<file path="src/rtl/vram_blitter.sv">
// ---------------------------------------------------------------------------
// vram_blitter -- rectangular fill engine for planar VRAM.
//
// Writes a byte pattern into a rectangle of up to four 8 KB bit-planes that
// share the CPU-bus write port (0x8000-0xFFFF). Write slots are obtained via a
// bus_req/bus_gnt handshake; one write is emitted the cycle after each grant.
// Iteration order is plane (ascending), then column, then row; row and column
// wrap inside their plane.
//
// Optional feature: define BLIT_DITHER_EN to write pattern_odd on odd
// (absolute) rows; otherwise pattern_odd is ignored.
//
// Ports:
//   clk_24m      in   system clock (posedge)
//   reset        in   asynchronous active-high reset
//   start        in   one-cycle fill request (sampled in IDLE only)
//   abort        in   stop after the in-flight write
//   plane_mask   in   [MAX_PLANES] planes to fill
//   col_start    in   [5] first byte column
//   col_count    in   [5] column count, 0 = 32
//   row_start    in   [8] first row
//   row_count    in   [8] row count, 0 = 256
//   pattern      in   [8] fill byte
//   pattern_odd  in   [8] fill byte for odd rows (dither build only)
//   bus_gnt      in   write slot granted this cycle
//   bus_req      out  requesting write slots
//   addr         out  [16] {1, plane[1:0], col[4:0], row[7:0]}
//   dout         out  [8] write data
//   we           out  write strobe
//   busy         out  fill in progress
//   done         out  one-cycle completion/abort pulse
// ---------------------------------------------------------------------------
module vram_blitter #(
   parameter int MAX_PLANES = 4
) (
   input  logic                  clk_24m,
   input  logic                  reset,
   input  logic                  start,
   input  logic                  abort,
   input  logic [MAX_PLANES-1:0] plane_mask,
   input  logic [4:0]            col_start,
   input  logic [4:0]            col_count,
   input  logic [7:0]            row_start,
   input  logic [7:0]            row_count,
   input  logic [7:0]            pattern,
   input  logic [7:0]            pattern_odd,
   input  logic                  bus_gnt,
   output logic                  bus_req,
   output logic [15:0]           addr,
   output logic [7:0]            dout,
   output logic                  we,
   output logic                  busy,
   output logic                  done
);

   typedef enum logic [1:0] {
      IDLE   = 2'd0,
      SETUP  = 2'd1,
      RUN    = 2'd2,
      FINISH = 2'd3
   } state_t;

   state_t state, state_next;

   // Operands latched on start
   logic [MAX_PLANES-1:0] mask_l;
   logic [4:0]            col_start_l;
   logic [7:0]            row_start_l;
   logic [5:0]            cols_l;      // 1..32
   logic [8:0]            rows_l;      // 1..256
   logic [7:0]            pat_l;
`ifdef BLIT_DITHER_EN
   logic [7:0]            pat_odd_l;
`else
   logic                  unused_pattern_odd;
   assign unused_pattern_odd = ^pattern_odd;
`endif

   // Walk position
   logic [MAX_PLANES-1:0] mask_rem;    // planes not yet finished, incl. current
   logic [1:0]            plane;
   logic [4:0]            col;
   logic [7:0]            row;
   logic [5:0]            col_left;    // columns remaining incl. current
   logic [8:0]            row_left;    // rows remaining incl. current

   logic                  row_last;
   logic                  col_last;
   logic [MAX_PLANES-1:0] mask_next;
   logic                  last_write;

   // Lowest set bit of a plane mask (0 when the mask is empty)
   function automatic logic [1:0] low_plane(input logic [MAX_PLANES-1:0] m);
      logic [1:0] r;
      r = 2'd0;
      for (int i = MAX_PLANES - 1; i >= 0; i--) begin
         if (m[i]) begin
            r = 2'(i);
         end
      end
      return r;
   endfunction

   // End-of-row/column/plane detection for the current write position
   always_comb begin
      row_last   = (row_left == 9'd1);
      col_last   = (col_left == 6'd1);
      mask_next  = mask_rem & ~({{(MAX_PLANES-1){1'b0}}, 1'b1} << plane);
      last_write = row_last && col_last && (mask_next == '0);
   end

   // State register
   always_ff @(posedge clk_24m or posedge reset) begin
      if (reset) begin
         state <= IDLE;
      end else begin
         state <= state_next;
      end
   end

   // Next-state logic
   always_comb begin
      state_next = state;
      case (state)
         IDLE: begin
            if (start) state_next = SETUP;
            else       state_next = IDLE;
         end
         SETUP: begin
            if (abort || (mask_l == '0)) state_next = FINISH;
            else                         state_next = RUN;
         end
         RUN: begin
            // abort takes priority over a same-cycle grant: that slot is not used
            if (abort)                        state_next = FINISH;
            else if (bus_gnt && last_write)   state_next = FINISH;
            else                              state_next = RUN;
         end
         FINISH:  state_next = IDLE;
         default: state_next = IDLE;
      endcase
   end

   // Datapath: operand latch, address walk and registered outputs
   always_ff @(posedge clk_24m or posedge reset) begin
      if (reset) begin
         mask_l      <= '0;
         col_start_l <= 5'd0;
         row_start_l <= 8'd0;
         cols_l      <= 6'd0;
         rows_l      <= 9'd0;
         pat_l       <= 8'd0;
`ifdef BLIT_DITHER_EN
         pat_odd_l   <= 8'd0;
`endif
         mask_rem    <= '0;
         plane       <= 2'd0;
         col         <= 5'd0;
         row         <= 8'd0;
         col_left    <= 6'd0;
         row_left    <= 9'd0;
         bus_req     <= 1'b0;
         addr        <= 16'd0;
         dout        <= 8'd0;
         we          <= 1'b0;
         busy        <= 1'b0;
         done        <= 1'b0;
      end else begin
         we   <= 1'b0;
         done <= 1'b0;
         case (state)
            IDLE: begin
               if (start) begin
                  mask_l      <= plane_mask;
                  col_start_l <= col_start;
                  row_start_l <= row_start;
                  cols_l      <= (col_count == 5'd0) ? 6'd32  : {1'b0, col_count};
                  rows_l      <= (row_count == 8'd0) ? 9'd256 : {1'b0, row_count};
                  pat_l       <= pattern;
`ifdef BLIT_DITHER_EN
                  pat_odd_l   <= pattern_odd;
`endif
                  busy        <= 1'b1;
               end
            end
            SETUP: begin
               if (!(abort || (mask_l == '0))) begin
                  mask_rem <= mask_l;
                  plane    <= low_plane(mask_l);
                  col      <= col_start_l;
                  row      <= row_start_l;
                  col_left <= cols_l;
                  row_left <= rows_l;
                  bus_req  <= 1'b1;
               end
            end
            RUN: begin
               if (abort) begin
                  bus_req <= 1'b0;
               end else if (bus_gnt) begin
                  we   <= 1'b1;
                  addr <= {1'b1, plane, col, row};
`ifdef BLIT_DITHER_EN
                  dout <= row[0] ? pat_odd_l : pat_l;
`else
                  dout <= pat_l;
`endif
                  if (!row_last) begin
                     row      <= row + 8'd1;
                     row_left <= row_left - 9'd1;
                  end else begin
                     row      <= row_start_l;
                     row_left <= rows_l;
                     if (!col_last) begin
                        col      <= col + 5'd1;
                        col_left <= col_left - 6'd1;
                     end else begin
                        // next plane starts immediately from the latched origin
                        col      <= col_start_l;
                        col_left <= cols_l;
                        mask_rem <= mask_next;
                        plane    <= low_plane(mask_next);
                     end
                  end
                  if (last_write) begin
                     bus_req <= 1'b0;
                  end
               end
            end
            FINISH: begin
               done    <= 1'b1;
               busy    <= 1'b0;
               bus_req <= 1'b0;
            end
            default: begin
               bus_req <= 1'b0;
            end
         endcase
      end
   end

endmodule

</file>
<file path="config.mk">
export PLATFORM = sky130hd
export DESIGN_NAME = vram_blitter
export DESIGN_NICKNAME = d
export VERILOG_FILES = /design/src/rtl/vram_blitter.sv
export SDC_FILE = /design/constraint.sdc
export NUM_CORES = 1
export LEC_CHECK = 0
export CAP_MARGIN = 10
export CORE_ASPECT_RATIO = 0.9
export CORE_UTILIZATION = 54
export DETAILED_ROUTE_END_ITERATION = 7
export GPL_TIMING_DRIVEN = 0
export PLACE_DENSITY = 0.8
export RECOVER_POWER = 50
export SLEW_MARGIN = 0
export SYNTH_ARGS = -nofsm -noshare
export SYNTH_HDL_FRONTEND = slang
export SYNTH_SLANG_ARGS = --single-unit
</file>
<file path="constraint.sdc">
create_clock -name clk_24m -period 4.55 [get_ports clk_24m]
set_clock_uncertainty 0.2 [all_clocks]
set_input_delay 1.1375 -clock clk_24m [delete_from_list [all_inputs] [get_ports clk_24m]]
set_output_delay 1.1375 -clock clk_24m [all_outputs]
set_load 0.005 [all_outputs]
</file>
# == Yosys cells after proc, flatten, opt, wreduce, memory -nomap -nowiden ==
# Index checks and enable logic that the tools add are counted.
# op_classes
n_reduce_logical,19
shift,1
n_addsub,4
eq_ne,13
n_bitwise,3
n_mux,60
# ops
op,count
9-bit two-way mux,5
6-bit two-way mux,6
8-bit two-way mux,4
2-bit two-way mux,13
5-bit two-way mux,5
4-bit two-way mux,5
9-bit case mux with 2 select lines,1
8-bit case mux with 2 select lines,1
1-bit two-way mux,13
"2-bit inequality test, second input constant",6
6-bit case mux with 2 select lines,1
5-bit case mux with 2 select lines,1
"9-bit by 1-bit equality test with 1-bit output, second input constant",1
"9-bit by 1-bit subtractor with 9-bit output, second input constant",1
"8-bit by 1-bit adder with 8-bit output, second input constant",1
4-bit logical NOT,2
8-bit logical NOT,1
2-bit case mux with 4 select lines,1
4-bit case mux with 2 select lines,1
4-bit AND reduction,2
"6-bit by 1-bit equality test with 1-bit output, second input constant",1
"3-bit inequality test, second input constant",2
6-bit AND reduction,1
"6-bit by 1-bit subtractor with 6-bit output, second input constant",1
other kinds (19),24
# totals
wordCells,119
ff_bits,104
out_inout_bits,28

# == Logic depth before layout (Yosys ltp) ==
# logic_depth
word_depth,12
depth_mapped,9

# == Least setup slack after synthesis ==
# Ideal clock, no wire load.
# synth_timing
path_kind,input-to-reg
startpoint,input port bus_gnt
endpoint,register addr[6]
path_slack_ps,1999
required_time_ps,4222
setup_ps,128
arrival_ps,2224
n_path_buf,2
stages,5
cell_sequence,nand2_1 > or2_1 > clkbuf_1 > clkbuf_1 > mux2_1
# synth_between
elab_chain_len,1
# synth_lines
element,line_no,text
"start, declared",47,"input logic bus_gnt,"
3-bit AND reduction (no source line),--,
"end signal, assigned",202,"addr <= {1'b1, plane, col, row};"
"end, declared",49,"output logic [15:0] addr,"
# No other way between the ends.
# A chain may end at the register's enable or synchronous reset.

# == Worst setup path after layout ==
# layout_timing
startpoint,input port bus_gnt
endpoint,register mask_rem[2]
# layout_between
elab_chain_len,2
# layout_lines
element,line_no,text
2-bit inequality test (no source line),--,
6-bit AND reduction (no source line),--,
"end signal, assigned",188,mask_rem <= mask_l;
"end signal, assigned",221,mask_rem <= mask_next;
"end, declared",80,logic [MAX_PLANES-1:0] mask_rem;
# No other way between the ends.

==> metrics.md <==
| Metric | Value |
|---|---|
| I/O Buffers | `70` |
| Antenna violations before repair | `0` |
| Initial Utilization | `56.8%` |
| Die footprint | `0.00956 mm2` |
| Crit Path Max Fanout | `10` |
| CP cell instances | `clkdlybuf4s50_1 > nand2_1 > a221oi_1 > nand3_2 > a221o_1` |
| DRT antenna net count | `0` |
| Final wirelength | `11,500 um` |
| Total number of vias | `3,886` |
| Synth Area in Adders | `2.53%` |
| Register area share after synthesis | `52.5%` |
| Post-synthesis mux area share | `14.6%` |
| Most frequent cells in the layout | `dfrtp_1, clkdlybuf4s50_1, nand2_1` |
| All-layer global routing usage | `25.9%` |
| Synth Register Bits | `104` |
| Row cnt | `32` |
| CP peak stage delay | `1.10 ns` |
| Largest family of logic cells by synthesized area | `multiplexers` |
| Die W | `103 um` |
| Cell variety after synth | `58` |
| Pre-antenna DRT Iters | `5` |
| Ant diodes | `0` |
| Drt first-iter violations | `224` |
| Nets | `590` |
| Final core utilization | `68.7%` |
| Final worst slack | `0.993 ns` |
| Synth Area in Compound Gates | `13.9%` |
| Period utilisation layout | `78.2%` |
| Largest net degree at the start of global routing | `61` |
| Rel. slew slack | `-36.7%` |
| Status | `finished with violations` |
| Dpl ws | `1.14 ns` |
| Crit path launch type | `input pin` |
| Final hold violations | `0` |
| Hold Path Class | `flip-flop to flip-flop` |
| Clock Sinks | `104` |
| Cts repair resizes | `0` |
| Maximum vdd ir drop | `0.312 mV` |
| Setup-failing EPs final | `0` |
| Dpl cells | `637` |
| Min cycle time layout | `3.56 ns` |
| Dpl hpwl | `8230 um` |
| Routed met1 length | `5080 um` |
| Async SR Flop Fraction | `100%` |
| IO Count | `79` |
| Mapped cell area | `0.00495 mm2` |
| Fmax | `281 MHz` |
| Max-slew violation count | `45` |
| Synthesis Warnings | `0` |
| Post-Synthesis Cells | `447` |
| Synth Area in Simple Gates | `12.9%` |
| Design area | `0.00599 mm2` |
| Most common cell after layout, fill and taps aside | `dfrtp_1` |
| Routed len/inst | `17.6 um` |
| Clock transition at path regs | `0.09 ns` |
| Met2 WL | `5620 um` |
| Drt drc | `0` |
| Syn avg cell area | `11.1 um2` |
| Root Buffer | `clkbuf_8` |
| Crit Path Category | `input pin to flip-flop` |
| Slew @ Worst Pin | `2.04 ns` |
| Critical Path RT | `4.61 ns` |
| Non-Filler Instances | `653` |
| Total grt overflow | `0` |
| Post-Syn Nets | `508` |
| Ratio of cells with drive above 1 in the final layout | `15.0%` |
| Metal3 WL | `591 um` |
| Crit. End Element | `flip-flop` |
| EDFF count, synth | `0` |
| Failing checks | `max-capacitance violations, max-slew violations` |
| Max-Cap Viols | `1` |
| Vias in the first global route | `3,825` |
| Top Metal Used | `met4` |
| CTS tree | `done` |
| Cts hold-fix bufs | `0` |
| Leak pwr | `2.51 nW` |
| Core area | `0.00873 mm2` |
| Worst-Skew Late Latency | `0.38 ns` |
| Placed cell area | `0.00583 mm2` |
| Power density over the cells | `669 mW/mm2` |
| Vias per cell | `5.95` |
| Synth Area in XOR/XNOR | `0%` |
| Slowest cell on the critical path | `a221oi_1` |
| Worst endpoint data arrival time | `3.62 ns` |
| Layout overhead on the synthesized area | `21.0%` |
| Max Buffers Root-to-Sink | `2` |
| Routability cong. | `0.886` |
| First-pass GRT wire length | `18,600 um` |
| # H-tree levels | `3` |
| Design Power | `4.01 mW` |
| Post-CTS setup buffers | `0` |
| RSZ-0062 raised after global routing | `no` |
| Cts bufs inserted | `9` |
| Dominant synthesized flop cell | `dfrtp_1` |
| Die H | `92.9 um` |
-- report_power, final --
part / internal, mW / switching (mW) / leakage [nW]
Clock: 0.204 / 0.328 / 0.0915
Combinational: 0.873 / 0.862 / 1.19
Sequential: 1.37 / 0.373 / 1.23
Total: 2.44 / 1.56 / 2.51
-- worst paths after layout --
path / from / endpoint / slack (ns) / cells past startpoint
max: bus_gnt / mask_rem[2] / 0.99 / 5
min: addr[15] / addr[15] / 0.27 / 1
max reg2reg: state[0] / mask_rem[2] / 1.43 / 6
min reg2reg: addr[15] / addr[15] / 0.27 / 1
max in group asynchronous: reset / col_start_l[1] / 1.62 / 3
min in group asynchronous: reset / rows_l[7] / 1.53 / 2
-- stage by stage --
step           hold WS, ns  TNS [ns]
6_report             0.274         0
5_1_grt              0.304         0
4_1_cts              0.278         0
3_5_place_dp         0.252         0
3_3_place_gp         0.240   -106.75
2_1_floorplan        0.233         0
-- registers in the layout, summed over array words and instances, names as in the netlist, 2 cells and up --
name         cells
plane            2
row              8
state            2
col_left         6
row_start_l      8
row_left         9
col_start_l      5
dout             8
cols_l           6
mask_l           4
addr            16
mask_rem         4
pat_l            8
col              5
rows_l           9
-- logic make-up after synthesis --
group,Yosys count
AND/OR/NAND/NOR,126
flip-flops,104
AO/OA/AOI/OAI,97
multiplexers,66
buffers and inverters,44
adder cells (fa/ha/maj),10
-- worst max-delay path: cells and delay by family --
family | cells | cell delay [ns]
simple gates | 2 | 0.42
buf+inv | 1 | 0.50
compound gates | 2 | 1.55
-- routing by layer --
metal  global-route usage, %  vias to the layer above
li1                        -                     1800
met1                    33.6                     1938
met2                    41.6                      130
met3                    5.96                       18
met4                    10.8                        0
met5                       0                        -
-- final cells by class --
cell class	instances	area (um2)
fill	710	2730
clock buffer	9	124
multi-input combinational	299	2160
timing repair buffer	71	728
inverter	21	80.1
sequential	104	2600
clock inverter	7	55.1
tap	119	149
buffer	23	98.8
-- synthesized netlist by cell type (6+ instances only) --
master     count  area (um2)
o21ai_0       20         100
nand2b_1       6        37.5
mux2i_1       16         160
ha_1          10         125
dfrtp_1      104        2600
nor2_1        11        41.3
clkbuf_1      11        41.3
nor3_1         6        30.0
mux2_2        47         529
a2bb2oi_1     10        87.6
nand2_1       52         195
nand4_1       11        68.8
a21oi_1       14        70.1
a22oi_1        6        45.0
inv_1         20        75.1
nand3_1       14        70.1
nor4_1         6        37.5
buf_2          7        35.0
o211ai_1       8        60.1
Power figures use the tool's default switching activity.
